**src/rtl/nibble_add_sequencer.sv**
```systemverilog
// Drives an external 4-bit combinational adder one nibble per cycle to form a 4*WORDS-bit sum.
// Optional saturation on final carry-out is enabled by defining NIBBLE_ADD_SAT_EN.
module nibble_add_sequencer #(
    parameter int WORDS = 4
) (
    input  logic               clk,
    input  logic               rst,
    input  logic               in_valid,
    output logic               in_ready,
    input  logic [4*WORDS-1:0] a,
    input  logic [4*WORDS-1:0] b,
    input  logic               cin,
    output logic [3:0]         add_in1,
    output logic [3:0]         add_in2,
    output logic               add_ic,
    input  logic [3:0]         add_out,
    input  logic [3:0]         add_oc,
    output logic               out_valid,
    input  logic               out_ready,
    output logic [4*WORDS-1:0] sum,
    output logic               cout
);

    localparam int W  = 4 * WORDS;
    localparam int KW = $clog2(WORDS);

    typedef enum logic [1:0] {
        IDLE = 2'd0,
        RUN  = 2'd1,
        DONE = 2'd2
    } state_t;

    state_t          state_r;
    state_t          state_s;
    logic [W-1:0]    a_r;
    logic [W-1:0]    b_r;
    logic [W-1:0]    sum_r;
    logic            carry_r;
    logic            cout_r;
    logic [KW-1:0]   k_r;
    logic            last_s;
    logic [KW+1:0]   base_s;

    assign last_s    = (k_r == KW'(WORDS - 1));
    assign base_s    = {k_r, 2'b00};
    assign in_ready  = (state_r == IDLE);
    assign out_valid = (state_r == DONE);
    assign sum       = sum_r;
    assign cout      = cout_r;

    // Next-state decode
    always_comb begin
        state_s = state_r;
        case (state_r)
            IDLE: begin
                if (in_valid) state_s = RUN;
                else          state_s = IDLE;
            end
            RUN: begin
                if (last_s) state_s = DONE;
                else        state_s = RUN;
            end
            DONE: begin
                if (out_ready) state_s = IDLE;
                else           state_s = DONE;
            end
            default: state_s = IDLE;
        endcase
    end

    // Present the current nibble pair and chained carry to the adder; quiet otherwise
    always_comb begin
        add_in1 = 4'd0;
        add_in2 = 4'd0;
        add_ic  = 1'b0;
        if (state_r == RUN) begin
            add_in1 = a_r[base_s +: 4];
            add_in2 = b_r[base_s +: 4];
            add_ic  = carry_r;
        end else begin
            add_in1 = 4'd0;
            add_in2 = 4'd0;
            add_ic  = 1'b0;
        end
    end

    // State, operand capture, nibble index, carry chain and result registers
    always_ff @(posedge clk) begin
        if (rst) begin
            state_r <= IDLE;
            a_r     <= {W{1'b0}};
            b_r     <= {W{1'b0}};
            sum_r   <= {W{1'b0}};
            carry_r <= 1'b0;
            cout_r  <= 1'b0;
            k_r     <= {KW{1'b0}};
        end else begin
            state_r <= state_s;
            case (state_r)
                IDLE: begin
                    if (in_valid) begin
                        a_r     <= a;
                        b_r     <= b;
                        carry_r <= cin;
                        k_r     <= {KW{1'b0}};
                    end
                end
                RUN: begin
                    carry_r <= add_oc[3];
                    if (last_s) begin
                        cout_r <= add_oc[3];
`ifdef NIBBLE_ADD_SAT_EN
                        // Overflow clamps the whole word rather than wrapping
                        if (add_oc[3]) sum_r <= {W{1'b1}};
                        else           sum_r[base_s +: 4] <= add_out;
`else
                        sum_r[base_s +: 4] <= add_out;
`endif
                    end else begin
                        sum_r[base_s +: 4] <= add_out;
                        k_r                <= k_r + KW'(1);
                    end
                end
                DONE: begin
                    carry_r <= carry_r;
                end
                default: begin
                    carry_r <= 1'b0;
                end
            endcase
        end
    end

endmodule

```
**config.mk**
```make
export PLATFORM = sky130hd
export DESIGN_NAME = nibble_add_sequencer
export DESIGN_NICKNAME = d
export VERILOG_FILES = /design/src/rtl/nibble_add_sequencer.sv
export SDC_FILE = /design/constraint.sdc
export NUM_CORES = 1
export LEC_CHECK = 0
export BUFFER_PORTS_ARGS = -buffer_cell sky130_fd_sc_hd__buf_2
export CORE_MARGIN = 3
export CORE_UTILIZATION = 30
export DETAILED_ROUTE_END_ITERATION = 8
export SLEW_MARGIN = 15
export SYNTH_ARGS = -nofsm -noshare
export SYNTH_HDL_FRONTEND = slang
export SYNTH_SLANG_ARGS = --single-unit
```
**constraint.sdc**
```tcl
create_clock -name clk -period 2.16 [get_ports clk]
set_input_delay 0.324 -clock clk [delete_from_list [all_inputs] [get_ports clk]]
set_output_delay 0.324 -clock clk [all_outputs]
set_load 0.005 [all_outputs]
```
==> results of run 1 <==
## path summary, 6_finish.rpt
check                              from  slack (ns)  cells after the start         end
worst max-delay path             k_r[1]        0.16                      4  add_in1[3]
worst min register to register  sum[12]        0.45                      2     sum[12]
worst max register to register   k_r[1]        0.43                      5     sum[15]
worst min-delay path               b[1]        0.25                      3      b_r[1]
## through the flow
| stage | area [um2] | std cells | hold slack, ns | setup WS [ns] | total power, mW |
|---|---|---|---|---|---|
| 6_report | 2884 | 433 | 0.2489 | 0.1554 | 1.893 |
| 3_5_place_dp | 2796 | 425 | 0.4414 | 0.4191 | 1.350 |
| 4_1_cts | 2884 | 433 | 0.2364 | 0.1109 | 1.920 |
| 2_1_floorplan | 2356 | 266 | 0.4331 | 0.4696 | 1.255 |
| 5_1_grt | 2884 | 433 | 0.2364 | 0.06243 | 1.995 |
| 3_3_place_gp | 2796 | 425 | 0.4379 | 0.4398 | 1.345 |
## critical path, cell delays in order (launching register included)
cell and delay (ns):
dfxtp_1 0.57, buf_4 0.23, mux4_2 0.28, and2_1 0.18
buf_2 0.12
## cells by family after synthesis
group	share of synthesized area [%]
fa+ha+maj	2.655
compound gates	14.66
buf+inv	7.541
simple gates	20.76
mux	8.497
flops	45.88
## registers in the layout (all words and copies together) (netlist names)
register and flops:
cout 1, state_r 2, a_r 16, k_r 2, b_r 16, carry_r 1
sum 16
## cell usage in the layout (no fill, tap or decap), drive strengths merged, types with 3 or more instances in the layout
master	count
a21oi	38
and2	8
and3b	3
buf	80
clkbuf	5
dfxtp	54
ha	5
inv	17
mux4	8
nand2	72
nand4	5
nor2	6
o32ai	12
## power groups by stage
stage / Combinational [mW] / Sequential [mW] / Clock (mW)
3_5_place_dp: 0.265 / 1.08 / 0
2_1_floorplan: 0.176 / 1.08 / 0
6_report: 0.261 / 1.06 / 0.571
5_1_grt: 0.296 / 1.07 / 0.633
3_3_place_gp: 0.261 / 1.08 / 0
4_1_cts: 0.266 / 1.06 / 0.592
## layout make-up
| class | instances | share of cell area (%) |
|---|---|---|
| multi-input combinational | 176 | 38.26 |
| sequential | 54 | 37.48 |
| timing repair buffer | 80 | 14.84 |
| tap | 99 | 4.295 |
| clock buffer | 5 | 2.386 |
| inverter | 16 | 2.082 |
| clock inverter | 3 | 0.6508 |
## routing by layer
layer  GRT usage [%]  vias to the layer above  wire, um
li1                -                     1036         -
met1           17.80                      910      2683
met2           20.14                       50      2528
met3           3.904                        2       412
met4           3.245                        0        39
met5               0                        -         0
==> reports/qor.yml, run 1 <==
clkTransAtPathRegs_ns: 0.10
finalWeightedCongestion: 0.7407
max_slew_margin_pct: 74.13
rsz0062_at_grt: "false"
ios: 73
comb_power_share_pct: 13.8
track_usage_pct: 13.03
multi_input_area_um2: 1104
ys_top_cells_by_count: "nand2_1 (72), dfxtp_1 (54), a21oi_1 (38)"
ant_nets: 0
synth.yosys.seq_area_share_pct: 45.88
synth-edff-count: 0
setup_viol: 0
intPower_mw: 1.389
postCtsSetupBuffers: 0
cp-end-kind: "output pin"
drc: 0
synth_nets: 316
yosysTopAreaCellShare_pct: 45.88
drtIter0Drc: 58
cts_buffer_depth: 2
final_max_slew_viol_count: 0
core.rowCount: 31
overflow: 0
syn-cell-area_um2: 2356
path_max_fanout: 8
yosysUniqueCellTypes: 32
grt_pass1_wl_um: 9149
ys_ff_latch: 54
worst-setup-path-type: "reg -> out"
final_nets: 383
die_y_um: 94.62
crit_required_ns: 1.84
peakVddDrop_mv: 0.3232
routed_wirelength_um: 5663
cts_resized: 0
dieArea_um2: 8953
pwr-share-clk_pct: 30.2
p_leak_nw: 1.217
dr.pass1.iters: 4
n_fill_cell: 813
dieWidth_um: 94.62
syn_inst: 266
synthTopCellsByArea: "dfxtp_1 (46%), nand2_1 (11%), a21oi_1 (8.1%), mux4_2 (7.6%), o32ai_1 (4.5%)"
pwr-share-seq_pct: 56.1
fp.coreArea_um2: 7447
num_vias: 1998
p_sw_mw: 0.5039
post-dp-hpwl_um: 4099
status: "completed"
hold_violations: 0
ys.flop_type: "dfxtp_1"
areaGrowthSynthToFinish_pct: 22.41
ys_warn_count: 0
wl_per_cell_um: 13.08
diodes: 0
grt_max_degree: 33
fin_util_pct: 38.73
min_path_type: "in -> reg"
fin_crit_sh_pct: 92.80
tightest_slew_ns: 0.3875
regArea_um2: 1081
clkSinkCount: 54
setup-tns-final_ns: 0
cts_tree: "done"
p_per_area_nw_per_um2: 656.2
cts_root_buf: "clkbuf_8"
via_per_inst: 4.614
p_sw_share_pct: 26.63
syn_avg_cell_area_um2: 8.857
worst_ep_arrival_time_ns: 1.68
insertion_delay_ns: 0.30
period_needed_ns: 2.005
numCtsBuffers: 5
floorplan.initialDensity_pct: 31.64
grt_pass1_vias: 1926
fmax_mhz: 498.9
start_kind: "flop"
io_buffers: 69
cts_hold_buffers: 0
drv_cap: 0
async_flop_share_pct: 0
yosys.area.top_type: "dfxtp_1"
fin_skew_ns: 0.01553
synthMostInstantiatedCell: "nand2_1"
drive_above_1_share_pct: 29.34
antenna_found_initial: 0
htree_levels: 2
Note: power is estimated with default switching activity, not from simulation.
==> run 2, diff against run 1 <==
--- a/config.mk
+++ b/config.mk
@@ -6,6 +6,7 @@
 export NUM_CORES = 1
 export LEC_CHECK = 0
 export BUFFER_PORTS_ARGS = -buffer_cell sky130_fd_sc_hd__buf_2
+export CORE_ASPECT_RATIO = 0.8
 export CORE_MARGIN = 3
 export CORE_UTILIZATION = 30
 export DETAILED_ROUTE_END_ITERATION = 8
==> run 2 against run 1 <==
- clock skew down 0.012 ns
- flip-flop and latch count unchanged
- global-route usage up 0.31 points
- highest routed layer unchanged
- sequential power is essentially flat
- register-to-register slack lost 0.05 ns
- utilization fell by 0.31 points
==> reports/qor.yml, run 2 (synthesis gave the netlist of run 1 again) <==
status: "completed"  # unchanged
r2r_end: "sum[15]"  # unchanged
start_kind: "flop"  # unchanged
final_max_slew_viol_count: 0  # unchanged
worst-setup-path-type: "reg -> out"  # unchanged
r2r_cells: 6  # was 5
max_slew_margin_pct: 67.52  # was 74.13%
drc: 0  # unchanged
min_path_type: "in -> reg"  # unchanged
drive_above_1_share_pct: 27.88  # was 29.34%
ant_nets: 0  # unchanged
grt_pass1_vias: 2000  # was 1926
grt_max_degree: 36  # was 33
peakVddDrop_mv: 0.2541  # was 0.3232 mV
worstSetupPathDepth: 4  # unchanged
drtIter0Drc: 101  # was 58
setup-tns-final_ns: 0  # unchanged
cts_hold_buffers: 0  # unchanged
period_needed_ns: 1.997  # was 2.005 ns
max_stage_delay_ns: 0.53  # was 0.57 ns
cts_tree: "done"  # unchanged
dieWidth_um: 105.1  # was 94.62 um
numCtsBuffers: 5  # unchanged
fp.coreArea_um2: 7497  # was 7447 um2
finalWeightedCongestion: 0.8077  # was 0.7407
worst_ep_arrival_time_ns: 1.67  # was 1.68 ns
r2r-start: "k_r[0]"  # was k_r[1]
post-dp-hpwl_um: 4144  # was 4099 um
cp_slowest_cell: "mux4_2"  # was dfxtp_1
critPathLaunch: "k_r[0]"  # was k_r[1]
clkTransAtPathRegs_ns: 0.09  # was 0.10 ns
cts_buffer_depth: 2  # unchanged
r2r_slack_ns: 0.38  # was 0.43 ns
final_cell_mix: "nand2_1 (72), buf_2 (69), dfxtp_1 (54)"  # unchanged
drv_cap: 0  # unchanged
via_per_inst: 4.602  # was 4.614
path_cells: "buf_4, mux4_2, and2_1, buf_2"  # unchanged
grt_pass1_wl_um: 9791  # was 9149 um
dpl_cell_area_um2: 2774  # was 2796 um2
die_y_um: 85.27  # was 94.62 um
whs_ns: 0.2525  # was 0.2489 ns
setup_viol: 0  # unchanged
crit_family: "multiplexers"  # was flip-flops
areaGrowthSynthToFinish_pct: 22.25  # was 22.41%
dieArea_um2: 8960  # was 8953 um2
io_buffers: 69  # unchanged
crit_buf_inv: 2  # unchanged
diodes: 0  # unchanged
fmax_mhz: 500.7  # was 498.9 MHz
overflow: 0  # unchanged
htree_levels: 2  # unchanged
fin_skew_ns: 0.003646  # was 0.01553 ns
min_from: "b[7]"  # was b[1]
clkSinkCount: 54  # unchanged
p_leak_nw: 1.201  # was 1.217 nW
routed_wirelength_um: 5806  # was 5663 um
track_usage_pct: 13.35  # was 13.03%
ios: 73  # unchanged
core.rowCount: 28  # was 31
final_nets: 379  # was 383
rsz0062_at_grt: "false"  # unchanged
fin_crit_sh_pct: 92.47  # was 92.80%
floorplan.initialDensity_pct: 31.43  # was 31.64%
final_common_cell: "nand2_1"  # unchanged
crit_required_ns: 1.84  # about the same
p_per_area_nw_per_um2: 687.2  # was 656.2 nW/um2
postCtsSetupBuffers: 0  # unchanged
cts_resized: 0  # unchanged
cp-end-kind: "output pin"  # unchanged
hold_violations: 0  # unchanged
path_max_fanout: 13  # was 8
final_cell_area_um2: 2880  # was 2884 um2
dr.pass1.iters: 4  # unchanged
wl_per_cell_um: 13.35  # was 13.08 um
antenna_found_initial: 0  # unchanged
tightest_slew_ns: 0.4872  # was 0.3875 ns
total_power_mw: 1.979  # was 1.893 mW
fin_util_pct: 38.42  # was 38.73%
crit_path_end: "add_in2[2]"  # was add_in1[3]
cts_root_buf: "clkbuf_8"  # unchanged
num_vias: 2002  # was 1998
insertion_delay_ns: 0.30  # about the same
## run 2: cell count changes in the layout (fill, tap and decap cells not counted), sizes merged
| cell | change |
|---|---|
| clkinv | -2 |
| buf | -4 |
| clkbuf | +2 |
| bufinv | +1 |
| inv | -1 |
## run 2: worst min-delay path, delay by kind of cell
family / cells / cell delay, ns
AO/OA/AOI/OAI: 1 / 0.05
buffers and inverters: 1 / 0.09
AND/OR/NAND/NOR: 1 / 0.04
## run 2: layer usage
metal	vias to the layer above	global-route usage [%]	share of wire, %
met1	913	17.86	48
met4	0	3.456	0.98
met2	50	20.79	44
met5	-	0	0
li1	1033	-	-
met3	6	4.487	6.7
## run 2: power by group
group          total, mW  switching [mW]  internal [mW]
combinational      0.257           0.142          0.115
sequential          1.06          0.0214           1.04
clock              0.661           0.314          0.347
total               1.98           0.478           1.50
## run 2: metrics by stage
step	std cells	setup slack, ns
4_1_cts	435	0.1354
6_report	435	0.1627
2_1_floorplan	266	0.4696
3_5_place_dp	427	0.3958
5_1_grt	435	0.07008
3_3_place_gp	427	0.4446
## run 2: worst min-delay path by stage
| stage | to | slack (ns) | cells after the start |
|---|---|---|---|
| global placement | sum[12] | 0.44 | 2 |
| CTS | b_r[7] | 0.24 | 3 |
| floorplan | a_r[10] | 0.43 | 2 |
| global route | b_r[7] | 0.24 | 3 |
| finish | b_r[7] | 0.25 | 3 |
| detailed placement | sum[12] | 0.45 | 2 |
## run 2: final cells by class
cell class                      count  area, um2
Sequential cell                    54       1081
Tap cell                          105      131.4
Multi-Input combinational cell    176       1104
Timing Repair Buffer               76      397.9
Inverter                           16      60.06
Clock buffer                        7      76.32
Fill cell                         815       4617
Clock inverter                      1      30.03
